`config.mk`:
```
export PLATFORM = sky130hd
export DESIGN_NAME = data_sync_tx
export DESIGN_NICKNAME = d
export VERILOG_FILES = /design/src/rtl/data_sync_tx.sv
export SDC_FILE = /design/constraint.sdc
export NUM_CORES = 1
export LEC_CHECK = 0
export ABC_AREA = 1
export CORE_MARGIN = 2
export CORE_UTILIZATION = 41
export DETAILED_ROUTE_END_ITERATION = 7
export PLACE_DENSITY = 0.77
export RECOVER_POWER = 50
export SYNTH_ARGS = -nofsm -noshare
export SYNTH_HDL_FRONTEND = slang
export SYNTH_SLANG_ARGS = --single-unit
```
`constraint.sdc`:
```
create_clock -name clk_i -period 1.9 [get_ports clk_i]
set_input_delay 0.38 -clock clk_i [delete_from_list [all_inputs] [get_ports clk_i]]
set_output_delay 0.38 -clock clk_i [all_outputs]
set_load 0.1 [all_outputs]
```
`src/rtl/data_sync_tx.sv`:
```
// data_sync_tx: source-domain launcher for a multi-flop bus synchronizer.
//
// Accepts a word on a valid/ready interface and drives it onto a held-stable bus.
// A level request (bus_enable_o) accompanies the bus. The block then runs a four-phase
// handshake against the destination acknowledge before it accepts the next word.
// The acknowledge is asynchronous and passes through an internal NUM_STAGES-flop
// synchronizer; only the synchronized copy is used.
//
// Optional feature: define DATA_SYNC_TX_TIMEOUT_EN to abort a handshake that stalls
// in REQ or REL. The abort fires when the stall counter reaches TIMEOUT_CYCLES-1 and
// raises a one-cycle tx_err_o pulse. Without the macro, tx_err_o is tied to 0 and the
// FSM waits indefinitely.
//
// Ports:
//   clk_i         source-domain clock, rising edge
//   rst_ni        asynchronous active-low reset
//   in_data_i     word to transfer
//   in_valid_i    in_data_i valid
//   in_ready_o    block can accept a word (IDLE)
//   unsync_bus_o  registered data toward destination synchronizer
//   bus_enable_o  registered level request toward destination
//   ack_async_i   destination acknowledge, asynchronous to clk_i
//   busy_o        transfer in progress
//   tx_done_o     one-cycle pulse, handshake completed
//   tx_err_o      one-cycle pulse, timeout abort
module data_sync_tx #(
    parameter int unsigned NUM_STAGES     = 2,
    parameter int unsigned BUS_WIDTH      = 8,
    parameter int unsigned TIMEOUT_CYCLES = 64
) (
    input  logic                 clk_i,
    input  logic                 rst_ni,
    input  logic [BUS_WIDTH-1:0] in_data_i,
    input  logic                 in_valid_i,
    output logic                 in_ready_o,
    output logic [BUS_WIDTH-1:0] unsync_bus_o,
    output logic                 bus_enable_o,
    input  logic                 ack_async_i,
    output logic                 busy_o,
    output logic                 tx_done_o,
    output logic                 tx_err_o
);

    if (NUM_STAGES < 2) begin : g_bad_stages
        $error("data_sync_tx: NUM_STAGES must be >= 2");
    end
    if (TIMEOUT_CYCLES < 2) begin : g_bad_timeout
        $error("data_sync_tx: TIMEOUT_CYCLES must be >= 2");
    end

    typedef enum logic [1:0] {StIdle, StReq, StRel} state_e;

    state_e                 state_q;
    logic [BUS_WIDTH-1:0]   bus_q;
    logic                   en_q;
    logic                   done_q;
    logic [NUM_STAGES-1:0]  ack_sync_q;
    logic                   ack_sync;

    // Acknowledge synchronizer; bit 0 is the metastability-exposed flop.
    always_ff @(posedge clk_i or negedge rst_ni) begin
        if (!rst_ni) begin
            ack_sync_q <= '0;
        end else begin
            ack_sync_q <= {ack_sync_q[NUM_STAGES-2:0], ack_async_i};
        end
    end

    assign ack_sync = ack_sync_q[NUM_STAGES-1];

`ifdef DATA_SYNC_TX_TIMEOUT_EN
    localparam int unsigned CntW = (TIMEOUT_CYCLES > 2) ? $clog2(TIMEOUT_CYCLES) : 1;
    localparam logic [CntW-1:0] CntMax = CntW'(TIMEOUT_CYCLES - 1);

    logic [CntW-1:0] cnt_q;
    logic            err_q;

    always_ff @(posedge clk_i or negedge rst_ni) begin
        if (!rst_ni) begin
            state_q <= StIdle;
            bus_q   <= '0;
            en_q    <= 1'b0;
            done_q  <= 1'b0;
            err_q   <= 1'b0;
            cnt_q   <= '0;
        end else begin
            done_q <= 1'b0;
            err_q  <= 1'b0;
            case (state_q)
                StIdle: begin
                    if (in_valid_i) begin
                        bus_q   <= in_data_i;
                        en_q    <= 1'b1;
                        cnt_q   <= '0;
                        state_q <= StReq;
                    end
                end
                StReq: begin
                    // A real acknowledge takes priority over a coincident timeout.
                    if (ack_sync) begin
                        en_q    <= 1'b0;
                        cnt_q   <= '0;
                        state_q <= StRel;
                    end else if (cnt_q == CntMax) begin
                        en_q    <= 1'b0;
                        err_q   <= 1'b1;
                        cnt_q   <= '0;
                        state_q <= StIdle;
                    end else begin
                        cnt_q <= cnt_q + 1'b1;
                    end
                end
                StRel: begin
                    if (!ack_sync) begin
                        done_q  <= 1'b1;
                        cnt_q   <= '0;
                        state_q <= StIdle;
                    end else if (cnt_q == CntMax) begin
                        err_q   <= 1'b1;
                        cnt_q   <= '0;
                        state_q <= StIdle;
                    end else begin
                        cnt_q <= cnt_q + 1'b1;
                    end
                end
                default: state_q <= StIdle;
            endcase
        end
    end

    assign tx_err_o = err_q;
`else
    always_ff @(posedge clk_i or negedge rst_ni) begin
        if (!rst_ni) begin
            state_q <= StIdle;
            bus_q   <= '0;
            en_q    <= 1'b0;
            done_q  <= 1'b0;
        end else begin
            done_q <= 1'b0;
            case (state_q)
                StIdle: begin
                    if (in_valid_i) begin
                        bus_q   <= in_data_i;
                        en_q    <= 1'b1;
                        state_q <= StReq;
                    end
                end
                StReq: begin
                    if (ack_sync) begin
                        en_q    <= 1'b0;
                        state_q <= StRel;
                    end
                end
                StRel: begin
                    if (!ack_sync) begin
                        done_q  <= 1'b1;
                        state_q <= StIdle;
                    end
                end
                default: state_q <= StIdle;
            endcase
        end
    end

    assign tx_err_o = 1'b0;
`endif

    assign in_ready_o   = (state_q == StIdle);
    assign busy_o       = (state_q != StIdle);
    assign unsync_bus_o = bus_q;
    assign bus_enable_o = en_q;
    assign tx_done_o    = done_q;

endmodule

```
Yosys cells after proc, flatten, opt, wreduce, memory -nomap -nowiden
Index checks and enable logic that the tools add are counted.
- equal/unequal tests: 5
- mux-type cells: 9
- reduce and logical (&&, ||, !) cells: 6
- operators with widths (operator ; number):
    $mux 2 ; 3
    $ne 2x2->1 const B ; 3
    $pmux 2 s3 ; 1
    $reduce_and 3->1 ; 2
    $mux 1 ; 4
    $reduce_bool 2->1 ; 2
    $eq 2x1->1 const B ; 1
    $eq 2x2->1 const B ; 1
    $logic_not 2->1 ; 1
    $pmux 1 s2 ; 1
    $reduce_and 2->1 ; 1
- register bits: 14
- input bits: 12
- output and inout port bits: 13
- word-level logic and storage cells: 25

Longest topological paths before layout
Gate-level depths: netlist of the first run.
- depth in word-level cells: 3
- mapped depth: 4
- depth with buffers taken out: 4

Least setup slack after synthesis of the first run
Ideal clock, no wire load.
- path type: register -> output
- from: register state_q[0]
- to: output busy_o
- data arrival time: 1237 ps
- required time: 1520 ps
- path slack: 283 ps
- stages on the path, launching flop included: 4
- path buffers: 1
- cells stage by stage: dfrtp_1 > nor2_2 > buf_6 > inv_1
- word-level cells in the longest chain between the ends: 1
- ends and longest elaborated chain (item ; RTL line ; RTL):
    start: declaration ; 53 ; state_e state_q;
    start signal: assignment ; 135 ; state_q <= StIdle;
    start signal: assignment ; 146 ; state_q <= StReq;
    start signal: assignment ; 152 ; state_q <= StRel;
    $reduce_bool 2->1 ; 170 ; assign busy_o = (state_q != StIdle);
    end: declaration ; 39 ; output logic busy_o,
Every way passes these cells.

Final worst setup path of the first run
- from: register state_q[1]
- to: output in_ready_o
- word-level cells in the longest chain between the ends: 1
- ends and longest elaborated chain (item ; RTL line ; RTL):
    $logic_not 2->1 ; 169 ; assign in_ready_o = (state_q == StIdle);
    end: declaration ; 35 ; output logic in_ready_o,
Every way passes these cells.

==> impl_metrics.yaml, run 1 <==
run_status:
  outcome: "complete, no violations"
yosys:
  netlist.area_leader.share_pct: 64.4
  post_synth_instance_area_um2: 544
  postSynthAreaPerCell_um2: 9.90
  ys_seq_area_share_pct: 64.4
  synth_top_area_cell: "sky130_fd_sc_hd__dfrtp_1"
  synth.ff_latch_count: 14
  synthesis.yosys.warnings: 0
  yosys.cell_types.count: 12
  post_synth_main_area_contributors: "sky130_fd_sc_hd__dfrtp_1, sky130_fd_sc_hd__nand2_1, sky130_fd_sc_hd__nand3_1"
  netlist_instances: 55
  net_count_after_synthesis: 67
global_route:
  first_global_vias: 393
  grt_start_max_net_pins: 15
  global_route.usage.total_pct: 16.5
  grt_pass1_wl_mm: 1.62
  globalRouteOverflowTotal: 0
  antenna_found_initial: 0
placement:
  detailedPlacementHpwl_um: 818
  routabilityCongestion: 0.637
  port_buffers: 23
  dp_slack_ns: 0.412
die:
  std_cell_core_area_mm2: 0.00127
  area_enclosed_by_the_die_boundary_mm2: 0.00163
  std_cell_rows: 13
  die_h_um: 40.4
  die_width_um: 40.4
  floorplan.initialDensity_pct: 42.9
  pin_count: 25
clock_network:
  postCtsResizedCells: 0
  path_clk_slew_ns: 0.07
  cts_setup_buffers: 0
  root_buffer: "sky130_fd_sc_hd__clkbuf_4"
  insertion_delay_ns: 0.28
  h-tree-depth: 1
  cts_max_path_buffers: 2
  clock_sinks: 14
  ctsHoldBuffers: 0
  cts_inserted_buffers: 3
  cts_tree: "done"
routing:
  viasPerCell: 4.77
  detail_route.iter0.violations: 21
  wl_mm: 1.09
  pre_antenna_drt_iters: 4
  route.detailed.drc: 0
  post_drt_wl_per_cell_um: 11.5
  vias: 453
  ant_nets: 0
worst_setup_path:
  highest_fanout_seen_on_the_critical_path: 10
  worst_ep_required_time_ns: 1.52
  rr_endpoint: "unsync_bus_o[3]"
  r2r_setup_slack_ns: 0.66
  critPathCaptureType: "output port"
  critPathArrivalTime_ns: 1.20
  timing.setup.critical_path_class: "reg -> out"
  worstRegToRegCells: 5
  worst_r2r_startpoint: "state_q[1]"
  crit_path_start_kind: "flip-flop"
timing:
  finalHoldViolCount: 0
  final_report_setup_violation_count: 0
  setup-tns-final_ns: 0
  postLayoutSetupSlackWorst_ns: 0.321
  finalClockSkew_ns: 0.00634
  period_share_pct: 83.1
  worstMarginPinSlew_ns: 0.602
  post-route-min-period_ns: 1.58
  slew_violations: 0
  max_freq_mhz: 634
  slew_headroom_pct: 59.7
  setup_repair_after_global_routing_missed_its_margin: "false"
cells_and_area:
  finish.utilization_pct: 63.0
  area_delta_synth_final_pct: 46.9
  fin_nets: 93
  drive_gt1_share_pct: 22.5
  diodes: 0
worst_hold_path:
  worstHoldEndpoint: "ack_sync_q[1]"
  holdCritPathClass: "reg -> reg"
  holdPathStages: 0
  min-delay-start: "ack_sync_q[0]"
job:
  cap_violations: 0
## per-layer routing
metal / share of wire (%) / track usage, %
met4: 1.8 / 12.5
met5: 0 / 0
met3: 5.3 / 3.33
met2: 58 / 28.2
met1: 35 / 17.7
## stage by stage
| step | hold slack [ns] | area (um2) | instances |
|---|---|---|---|
| floorplan | 0.0844 | 544 | 55 |
| global placement | 0.336 | 766 | 91 |
| detailed placement | 0.338 | 766 | 91 |
| CTS | 0.356 | 802 | 95 |
| global route | 0.372 | 800 | 95 |
| finish | 0.353 | 800 | 95 |
## cell usage after synthesis
| cell | n |
|---|---|
| sky130_fd_sc_hd__a21boi_0 | 1 |
| sky130_fd_sc_hd__buf_4 | 1 |
| sky130_fd_sc_hd__buf_6 | 2 |
| sky130_fd_sc_hd__conb_1 | 1 |
| sky130_fd_sc_hd__dfrtp_1 | 14 |
| sky130_fd_sc_hd__inv_1 | 3 |
| sky130_fd_sc_hd__nand2_1 | 20 |
| sky130_fd_sc_hd__nand2_2 | 1 |
| sky130_fd_sc_hd__nand3_1 | 9 |
| sky130_fd_sc_hd__nor2_1 | 1 |
| sky130_fd_sc_hd__nor2_2 | 1 |
| sky130_fd_sc_hd__o21ai_0 | 1 |
## state kept, by name (all words and copies together) (netlist names)
signal	cells
unsync_bus_o	8
ack_sync_q	2
bus_enable_o	1
state_q	2
tx_done_o	1
## logic make-up after synthesis
group	Yosys count	synth area share, %
flip-flops	14	64.4
other	1	0.689
AND/OR/NAND/NOR	32	25.1
buffers and inverters	6	7.59
AO/OA/AOI/OAI	2	2.30
## critical path: stages, from the launching register on
cell and delay (ns):
sky130_fd_sc_hd__dfrtp_1 0.41, sky130_fd_sc_hd__nor2_2 0.14, sky130_fd_sc_hd__buf_4 0.20, sky130_fd_sc_hd__buf_12 0.19
## worst max-delay path by stage
stage               depth (start not counted)              end  startpoint  slack (ns)
floorplan                                   3           busy_o  state_q[0]        0.28
global placement                            4  unsync_bus_o[2]  in_valid_i        0.45
detailed placement                          4  unsync_bus_o[6]  in_valid_i        0.41
CTS                                         3       in_ready_o  state_q[1]        0.30
global route                                3       in_ready_o  state_q[1]        0.27
finish                                      3       in_ready_o  state_q[1]        0.32
## layout make-up
cell class | count | area, um2
inverter | 3 | 11.3
tap | 15 | 18.8
fill | 108 | 469
clock buffer | 4 | 36.3
multi-input combinational | 35 | 150
sequential | 14 | 350
timing repair buffer | 24 | 233
## cells in the final DEF, fill, tap and decap left out
cell,netlist,routed
sky130_fd_sc_hd__a21boi_0,1,1
sky130_fd_sc_hd__buf_12,0,2
sky130_fd_sc_hd__buf_4,1,11
sky130_fd_sc_hd__clkbuf_4,0,3
sky130_fd_sc_hd__clkbuf_8,0,1
sky130_fd_sc_hd__clkdlybuf4s50_1,0,8
sky130_fd_sc_hd__conb_1,1,1
sky130_fd_sc_hd__dfrtp_1,14,14
sky130_fd_sc_hd__dlygate4sd3_1,0,3
sky130_fd_sc_hd__inv_1,3,3
sky130_fd_sc_hd__nand2_1,20,21
sky130_fd_sc_hd__nand3_1,9,9
sky130_fd_sc_hd__nor2_1,1,1
sky130_fd_sc_hd__nor2_2,1,1
sky130_fd_sc_hd__o21ai_0,1,1
Power of run 1 is not shown: default switching activity piles up to over one toggle a cycle in this logic, so the estimate is an artifact.
==> run 2: changes to the inputs <==
--- a/config.mk
+++ b/config.mk
@@ -7,9 +7,9 @@
 export LEC_CHECK = 0
 export ABC_AREA = 1
 export CORE_MARGIN = 2
-export CORE_UTILIZATION = 41
+export CORE_UTILIZATION = 38
 export DETAILED_ROUTE_END_ITERATION = 7
-export PLACE_DENSITY = 0.77
+export PLACE_DENSITY = 0.72
 export RECOVER_POWER = 50
 export SYNTH_ARGS = -nofsm -noshare
 export SYNTH_HDL_FRONTEND = slang
==> constraint.sdc (replaced) <==
create_clock -name clk_i -period 1.6 [get_ports clk_i]
set_input_delay 0.32 -clock clk_i [delete_from_list [all_inputs] [get_ports clk_i]]
set_output_delay 0.32 -clock clk_i [all_outputs]
set_load 0.1 [all_outputs]
==> run 2 against run 1 <==
Effect of this change:
- non-clock buffer count is 1 higher
- utilization is 7.2 points higher
- clock-buffer cell count stayed put
- first-iteration DRC count is 95% lower
- sequential share of layout area is 5.9 points lower
- final cell count is 1.1% higher
- via count is 0.88% lower
- die area is 7.1% higher
- critical path depth stayed put
==> impl_metrics.yaml, run 2 (synthesized netlist as in run 1, its figures left out) <==
run_status:
  outcome: "complete, no violations"
die:
  floorplan.initialDensity_pct: 41.3
  std_cell_core_area_mm2: 0.00132
  std_cell_rows: 13
  die_width_um: 41.8
  die_h_um: 41.8
  area_enclosed_by_the_die_boundary_mm2: 0.00175
  pin_count: 25
cells_and_area:
  largest_register_ffs: 8
  layout_common_cells: "sky130_fd_sc_hd__nand2_1, sky130_fd_sc_hd__dfrtp_1, sky130_fd_sc_hd__buf_12"
  area_delta_synth_final_pct: 69.9
  diodes: 0
  most_common_cell_after_layout_fill_and_taps_aside: "sky130_fd_sc_hd__nand2_1"
  fin_nets: 94
  drive_gt1_share_pct: 24.7
global_route:
  grt_pass1_wl_mm: 1.81
  globalRouteOverflowTotal: 0
  global_route.usage.total_pct: 13.9
  antenna_found_initial: 0
  grt_start_max_net_pins: 15
  first_global_vias: 406
timing:
  final_report_setup_violation_count: 0
  slew_violations: 0
  worstMarginPinSlew_ns: 0.603
  setup-tns-final_ns: 0
  finalClockSkew_ns: 0.00363
  post-route-min-period_ns: 1.47
  setup_repair_after_global_routing_missed_its_margin: "false"
  max_freq_mhz: 682
  period_share_pct: 91.7
  slew_headroom_pct: 59.7
  finalHoldViolCount: 0
clock_network:
  cts_max_path_buffers: 2
  cts_tree: "done"
  root_buffer: "sky130_fd_sc_hd__clkbuf_4"
  ctsHoldBuffers: 0
  cts_inserted_buffers: 3
  insertion_delay_ns: 0.26
  clock_sinks: 14
  path_clk_slew_ns: 0.07
  h-tree-depth: 1
worst_setup_path:
  critPathCaptureType: "output port"
  worst_ep_required_time_ns: 1.28
  highest_fanout_seen_on_the_critical_path: 5
  timing.setup.critical_path_class: "reg -> out"
  crit_path_start_kind: "flip-flop"
  critPathArrivalTime_ns: 1.15
placement:
  detailedPlacementHpwl_um: 863
  port_buffers: 23
  routabilityCongestion: 0.729
job:
  cap_violations: 0
routing:
  wl_mm: 1.04
  route.detailed.drc: 0
  viasPerCell: 4.68
  detail_route.iter0.violations: 1
  post_drt_wl_per_cell_um: 10.8
  ant_nets: 0
  pre_antenna_drt_iters: 2
  vias: 449
worst_hold_path:
  holdCritPathClass: "reg -> reg"
==> run 2: changes by cell type in the layout (fill, tap and decap cells not counted), sizes merged <==
cell and change:
clkbuf +1, clkdlybuf4s50 +1, dlygate4sd3 -1
==> run 2: worst max-delay path, stage by stage, from the launching register on <==
cell and delay, ns:
sky130_fd_sc_hd__dfrtp_1 0.43, sky130_fd_sc_hd__nor2_4 0.19, sky130_fd_sc_hd__inv_1 0.09, sky130_fd_sc_hd__buf_12 0.17
==> run 2: stage by stage <==
stage | worst slack, ns | cell area, um2 | utilization, % | hold WS (ns) | std cells
floorplan | 0.0431 | 544 | - | 0.0244 | 55
global placement | 0.365 | 898 | 68.2 | 0.336 | 92
detailed placement | 0.342 | 898 | 68.2 | 0.348 | 92
CTS | 0.0438 | 935 | 70.9 | 0.367 | 96
global route | 0.0387 | 925 | 70.2 | 0.389 | 96
finish | 0.133 | 925 | 70.2 | 0.363 | 96
==> run 2: area by class of cell <==
class	instances	area [um2]
inverter	3	11.3
clock buffer	4	36.3
fill	100	393
multi-input combinational	35	158
sequential	14	350
timing repair buffer	25	350
tap	15	18.8
==> run 2: final timing paths <==
check | endpoint | depth (start not counted) | from | slack [ns]
worst max-delay path | busy_o | 3 | state_q[1] | 0.13
worst min-delay path | ack_sync_q[1] | 0 | ack_sync_q[0] | 0.36
worst max register to register | unsync_bus_o[1] | 5 | state_q[1] | 0.43
worst min register to register | ack_sync_q[1] | 0 | ack_sync_q[0] | 0.36
max in group asynchronous | state_q[1] | 1 | rst_ni | 0.71
min in group asynchronous | unsync_bus_o[2] | 1 | rst_ni | 0.50
==> run 2: per-layer routing <==
layer  track usage, %  vias to the layer above  wire, um  part of all wire [%]
met5                0                        -         0                     0
met4             7.74                        0        23                   2.2
met3             4.35                        2        58                   5.6
met2             23.1                       12       539                    52
met1             15.7                      211       415                    40
li1                 -                      224         -                     -
==> run 2: what timing repair did <==
item,4_1_cts,5_1_grt
endpoints found under the setup margin,0,1
resized for setup,0,1
buffers inserted,0,0
Power of run 2 is left out for the same reason.
==> patch 1: new RTL, config.mk and constraints of run 1 <==
The 3 states of `state_e` get a one-hot encoding in 3 bits.
--- a/src/rtl/data_sync_tx.sv
+++ b/src/rtl/data_sync_tx.sv
@@ -48,7 +48,7 @@
         $error("data_sync_tx: TIMEOUT_CYCLES must be >= 2");
     end
 
-    typedef enum logic [1:0] {StIdle, StReq, StRel} state_e;
+    typedef enum logic [2:0] {StIdle = 3'b001, StReq = 3'b010, StRel = 3'b100} state_e;
 
     state_e                 state_q;
     logic [BUS_WIDTH-1:0]   bus_q;
Behaviour: same outputs for any inputs over 10 cycles, from zero or initial values and one cycle with rst_ni low; not proved beyond that.
==> patch 1 against run 1 <==
Critical path depth did not move; die area rose by 17%; cell area rose by 13%; wire length rose by 14%; critical endpoint unchanged; sequential share of layout area fell by 2.3 points; setup slack got worse by 0.095 ns; global-route usage fell by 1.5 points; critical path type unchanged; sequential cell count rose by 1; area after synthesis rose by 19%.
Power is not shown: default switching activity piles up to over one toggle a cycle in this logic, so the estimate is an artifact.
==> patch 1: results (changes against run 1) <==
Setup path
  – Worst Reg2Reg Path Length in Cells: 5 (unchanged)
  – FF-to-FF setup slack: 0.75 ns (+0.09 ns)
  – Reg2reg end: unsync_bus_o[1]
  – Crit path DAT: 1.29 ns (+0.09 ns)
  – Slowest cell on the critical path: dfstp_1
  – R2r startpoint: state_q[0]
  – Critical Path Max Stage Delay: 0.57 ns (+0.16 ns)

Clock network
  – Clock slew at reported path FFs: 0.10 ns (+0.03 ns)
  – Setup repair bufs after CTS: 0 (unchanged)
  – Clk Latency, worst-skew pair: 0.29 ns
  – H-Tree Depth: 1 (unchanged)

Route
  – DR iter-0 viols: 18 (-14%)
  – Vias per Instance: 4.93 (+3.4%)
  – DR pass1 iterations: 4 (unchanged)
  – Average routed wire per standard cell: 11.1 um (-3.4%)

Place
  – Detailed Place HPWL: 939 um (+15%)
  – Placer Congestion: 0.695 (+9.1%)
  – Port bufs: 23 (unchanged)

Synthesis
  – Top cells by count, synth: nand2_1, dfrtp_1, nand3_1
  – Post-synthesis net count: 81 (+21%)
  – Top cells by area, synth: dfrtp_1, nand2_1, nand3_1
  – Avg Cell Area, Syn: 9.37 um2 (-5.3%)
  – Distinct cell type count after synthesis: 17 (+5)
  – Compound-Gate Fraction of Synth Area: 0.00774 (-0.0153)
  – Mux cell area share after synthesis: 0 (unchanged)
  – Sequential element share of the synthesized area: 0.582 (-0.0615)
  – Post-synth ARST share: 1.00 (unchanged)

Layout
  – Final Non-Filler Cells: 112 (+18%)
  – # fillers: 131 (+21%)
  – Max reg flops: 8 (unchanged)
  – N_diodes: 0 (unchanged)
  – Share of layout cells above drive strength 1: 0.240 (+0.0146)

GRT
  – All-Layer GR Usage: 0.151 (-0.0146)
  – Largest net degree at the start of global routing: 16 (+1)
  – Initial antenna violation count: 0 (unchanged)
  – First-pass GRT wire length: 2.11 mm (+30%)
  – Vias in the first global route: 482 (+23%)

Timing
  – Worst Skew: 0.00926 ns (+0.00292 ns)
  – Slew Limit Headroom: 0.463 (-0.134)

Run status
  – Status: completed
## patch 1: cell families after synthesis
| kind of cell | after synthesis |
|---|---|
| simple gates | 43 |
| other cells | 1 |
| flops | 15 |
| compound gates | 1 |
| buf+inv | 9 |
## patch 1: final cells by class
type | count | area, um2 | area share
Sequential cell | 15 | 377 | 0.415
Timing Repair Buffer | 25 | 236 | 0.261
Multi-Input combinational cell | 45 | 213 | 0.234
Inverter | 7 | 31.3 | 0.0345
Clock buffer | 3 | 22.5 | 0.0248
Tap cell | 16 | 20.0 | 0.0221
Clock inverter | 1 | 7.51 | 0.00828
## patch 1: how the worst min path moves through the flow
stage	end	start	slack (ns)
6_report	ack_sync_q[1]	ack_sync_q[0]	0.36
5_1_grt	ack_sync_q[1]	ack_sync_q[0]	0.38
4_1_cts	ack_sync_q[1]	ack_sync_q[0]	0.37
3_5_place_dp	ack_sync_q[1]	ack_sync_q[0]	0.34
3_3_place_gp	ack_sync_q[1]	ack_sync_q[0]	0.34
2_1_floorplan	ack_sync_q[0]	rst_ni	0.08
## patch 1: worst register-to-register path: cells and delay by family, from the launching register on
family        cells  cell delay (ns)
simple gates      4             0.35
flops             1             0.57
buf+inv           1             0.13
## patch 1: routing by layer
metal / vias to the layer above / GRT usage / wire, um
li1: 271 / - / -
met1: 253 / 0.215 / 571
met2: 28 / 0.215 / 586
met4: 0 / 0.0727 / 0
met5: - / 0 / 0
met3: 0 / 0.0375 / 87
## patch 1: stage by stage
step	cell area, um2	setup WS, ns	hold WS, ns	utilization
global route	907	0.177	0.379	0.609
detailed placement	886	0.491	0.344	0.595
finish	907	0.226	0.363	0.609
global placement	886	0.514	0.336	0.595
floorplan	647	0.318	0.0844	-
CTS	916	0.225	0.366	0.615
==> patch 2: new RTL, config.mk and constraints of run 1 <==
Without the edit above. Build with the macro `DATA_SYNC_TX_TIMEOUT_EN` defined.
--- a/src/rtl/data_sync_tx.sv
+++ b/src/rtl/data_sync_tx.sv
@@ -23,6 +23,8 @@
 //   busy_o        transfer in progress
 //   tx_done_o     one-cycle pulse, handshake completed
 //   tx_err_o      one-cycle pulse, timeout abort
+`define DATA_SYNC_TX_TIMEOUT_EN
+
 module data_sync_tx #(
     parameter int unsigned NUM_STAGES     = 2,
     parameter int unsigned BUS_WIDTH      = 8,
Behaviour: no difference found for any inputs over 10 cycles, from zero or initial values and one cycle with rst_ni low; that may be too few to reach the edited logic, so the function may still have changed.
==> patch 2 against run 1 <==
Count of clock-buffer cells in the layout shrank 1; setup slack got worse by 0.11 ns; cell area rose by 68%; wire length rose by 84%; area after synthesis is 91% higher; sequential cell count is 7 higher; hold slack improved by 0.015 ns; critical endpoint is now busy_o.
Power is not shown: default switching activity piles up to over one toggle a cycle in this logic, so the estimate is an artifact.
==> patch 2: results (changes against run 1) <==
Run status
  – Status: completed

Place
  – Detailed Place HPWL: 1.63 mm (+99%)
  – Placed Cells: 185 (+100%)
  – Port bufs: 24 (+4.3%)
  – Post-place setup slack: 0.306 ns (-0.106 ns)
  – Placer Congestion: 0.779 (+22%)
  – DP Area: 1330 um2 (+73%)

Route
  – Average routed wire per standard cell: 10.6 um (-7.6%)
  – DR iter-0 viols: 12 (-43%)
  – Vias per Instance: 4.70 (-1.4%)
  – Total Wirelength: 2.01 mm (+84%)
  – Detail Route Antenna Nets: 0 (unchanged)

Timing
  – Setup ws final: 0.216 ns (-0.106 ns)
  – Measured slew at the worst slew-check pin: 1.11 ns (+0.512 ns)
  – Worst Skew: 0.00239 ns (-0.00396 ns)
  – Min Hold Slack: 0.368 ns (+0.0146 ns)

Clock network
  – PostCTS Resize Cnt: 0 (unchanged)
  – Clk Latency, worst-skew pair: 0.30 ns (+0.02 ns)
  – Maximum clock insertion buffer count: 2 (unchanged)
  – Clock slew at reported path FFs: 0.12 ns (+0.05 ns)
  – Hold-fix buffers, CTS: 0 (unchanged)

GRT
  – Vias in the first global route: 793 (+100%)
  – Largest net degree at the start of global routing: 22 (+7)
  – All-Layer GR Usage: 0.156 (-0.00909)
  – Global Route met3 Usage: 0.0246 (-0.00874)
  – GRT met1 Usage: 0.205 (+0.0286)
  – Met2 global-route usage: 0.263 (-0.0187)
  – First-pass GRT wire length: 3.36 mm (+110%)

Min path
  – Hold Path Class: flip-flop to flip-flop

Synthesis
  – Distinct cell type count after synthesis: 16 (+4)
  – Sequential element share of the synthesized area: 0.507 (-0.137)
  – Top cells by area, synth: dfrtp_1, nand2_1, ha_1
  – Syn. warnings: 0 (unchanged)
  – Avg Cell Area, Syn: 7.98 um2 (-19%)
  – Post-synthesis net count: 147 (+120%)
  – Top cells by count, synth: nand2_1, dfrtp_1, inv_1, nor2_1, nand2_2

Setup path
  – Worst setup path end: busy_o
  – Reg2reg end: cnt_q[2]
  – Worst Reg2Reg Path Length in Cells: 8 (+3)
  – Worst-path fanout max: 4 (-6)
  – Crit path DAT: 1.30 ns (+0.10 ns)
  – FF-to-FF setup slack: 0.46 ns (-0.20 ns)

Layout
  – Nets: 177 (+90%)
  – Share of layout cells above drive strength 1: 0.208 (-0.0175)
==> patch 2: cell count changes in the layout (fill, tap and decap cells not counted), sizes merged, moves of 4 or more <==
cell   delta
nor2     +13
inv       +9
ha        +5
dfrtp     +7
a21oi     +5
nand2    +40
nand3     -4
==> patch 2: layout make-up <==
type                    instances  area, um2
multi-input cells              96        472
clock inverters                 1       7.51
repair buffers                 25        231
clock buffers                   3       22.5
well taps                      30       37.5
fillers                       222       1090
inverters                      13       50.0
flip-flops and latches         21        526
==> patch 2: worst min-delay path by stage <==
| stage | depth (start not counted) | end |
|---|---|---|
| 2_1_floorplan | 0 | ack_sync_q[0] |
| 3_3_place_gp | 0 | ack_sync_q[1] |
| 3_5_place_dp | 0 | ack_sync_q[1] |
| 4_1_cts | 0 | ack_sync_q[1] |
| 5_1_grt | 0 | ack_sync_q[1] |
| 6_report | 0 | ack_sync_q[1] |
==> patch 2: critical path, stage by stage, from the launching register on <==
cell and delay [ns]:
dfrtp_1 0.44, inv_1 0.14, ha_4 0.19, inv_2 0.06
buf_12 0.16
==> patch 2: cells by family (layout without fill, tap and decap cells) <==
kind of cell    Yosys count  count (layout)  share of synthesized area
flops                    21              21                      0.507
buf+inv                  13              42                     0.0482
fa+ha+maj                 5               5                     0.0603
compound gates            9               9                     0.0446
simple gates             82              82                      0.340
==> patch 2: layer usage <==
metal  part of all wire  up-vias
met3              0.034        2
met1               0.47      413
met5                  0        -
li1                   -      457
met2               0.48       17
met4             0.0094        0
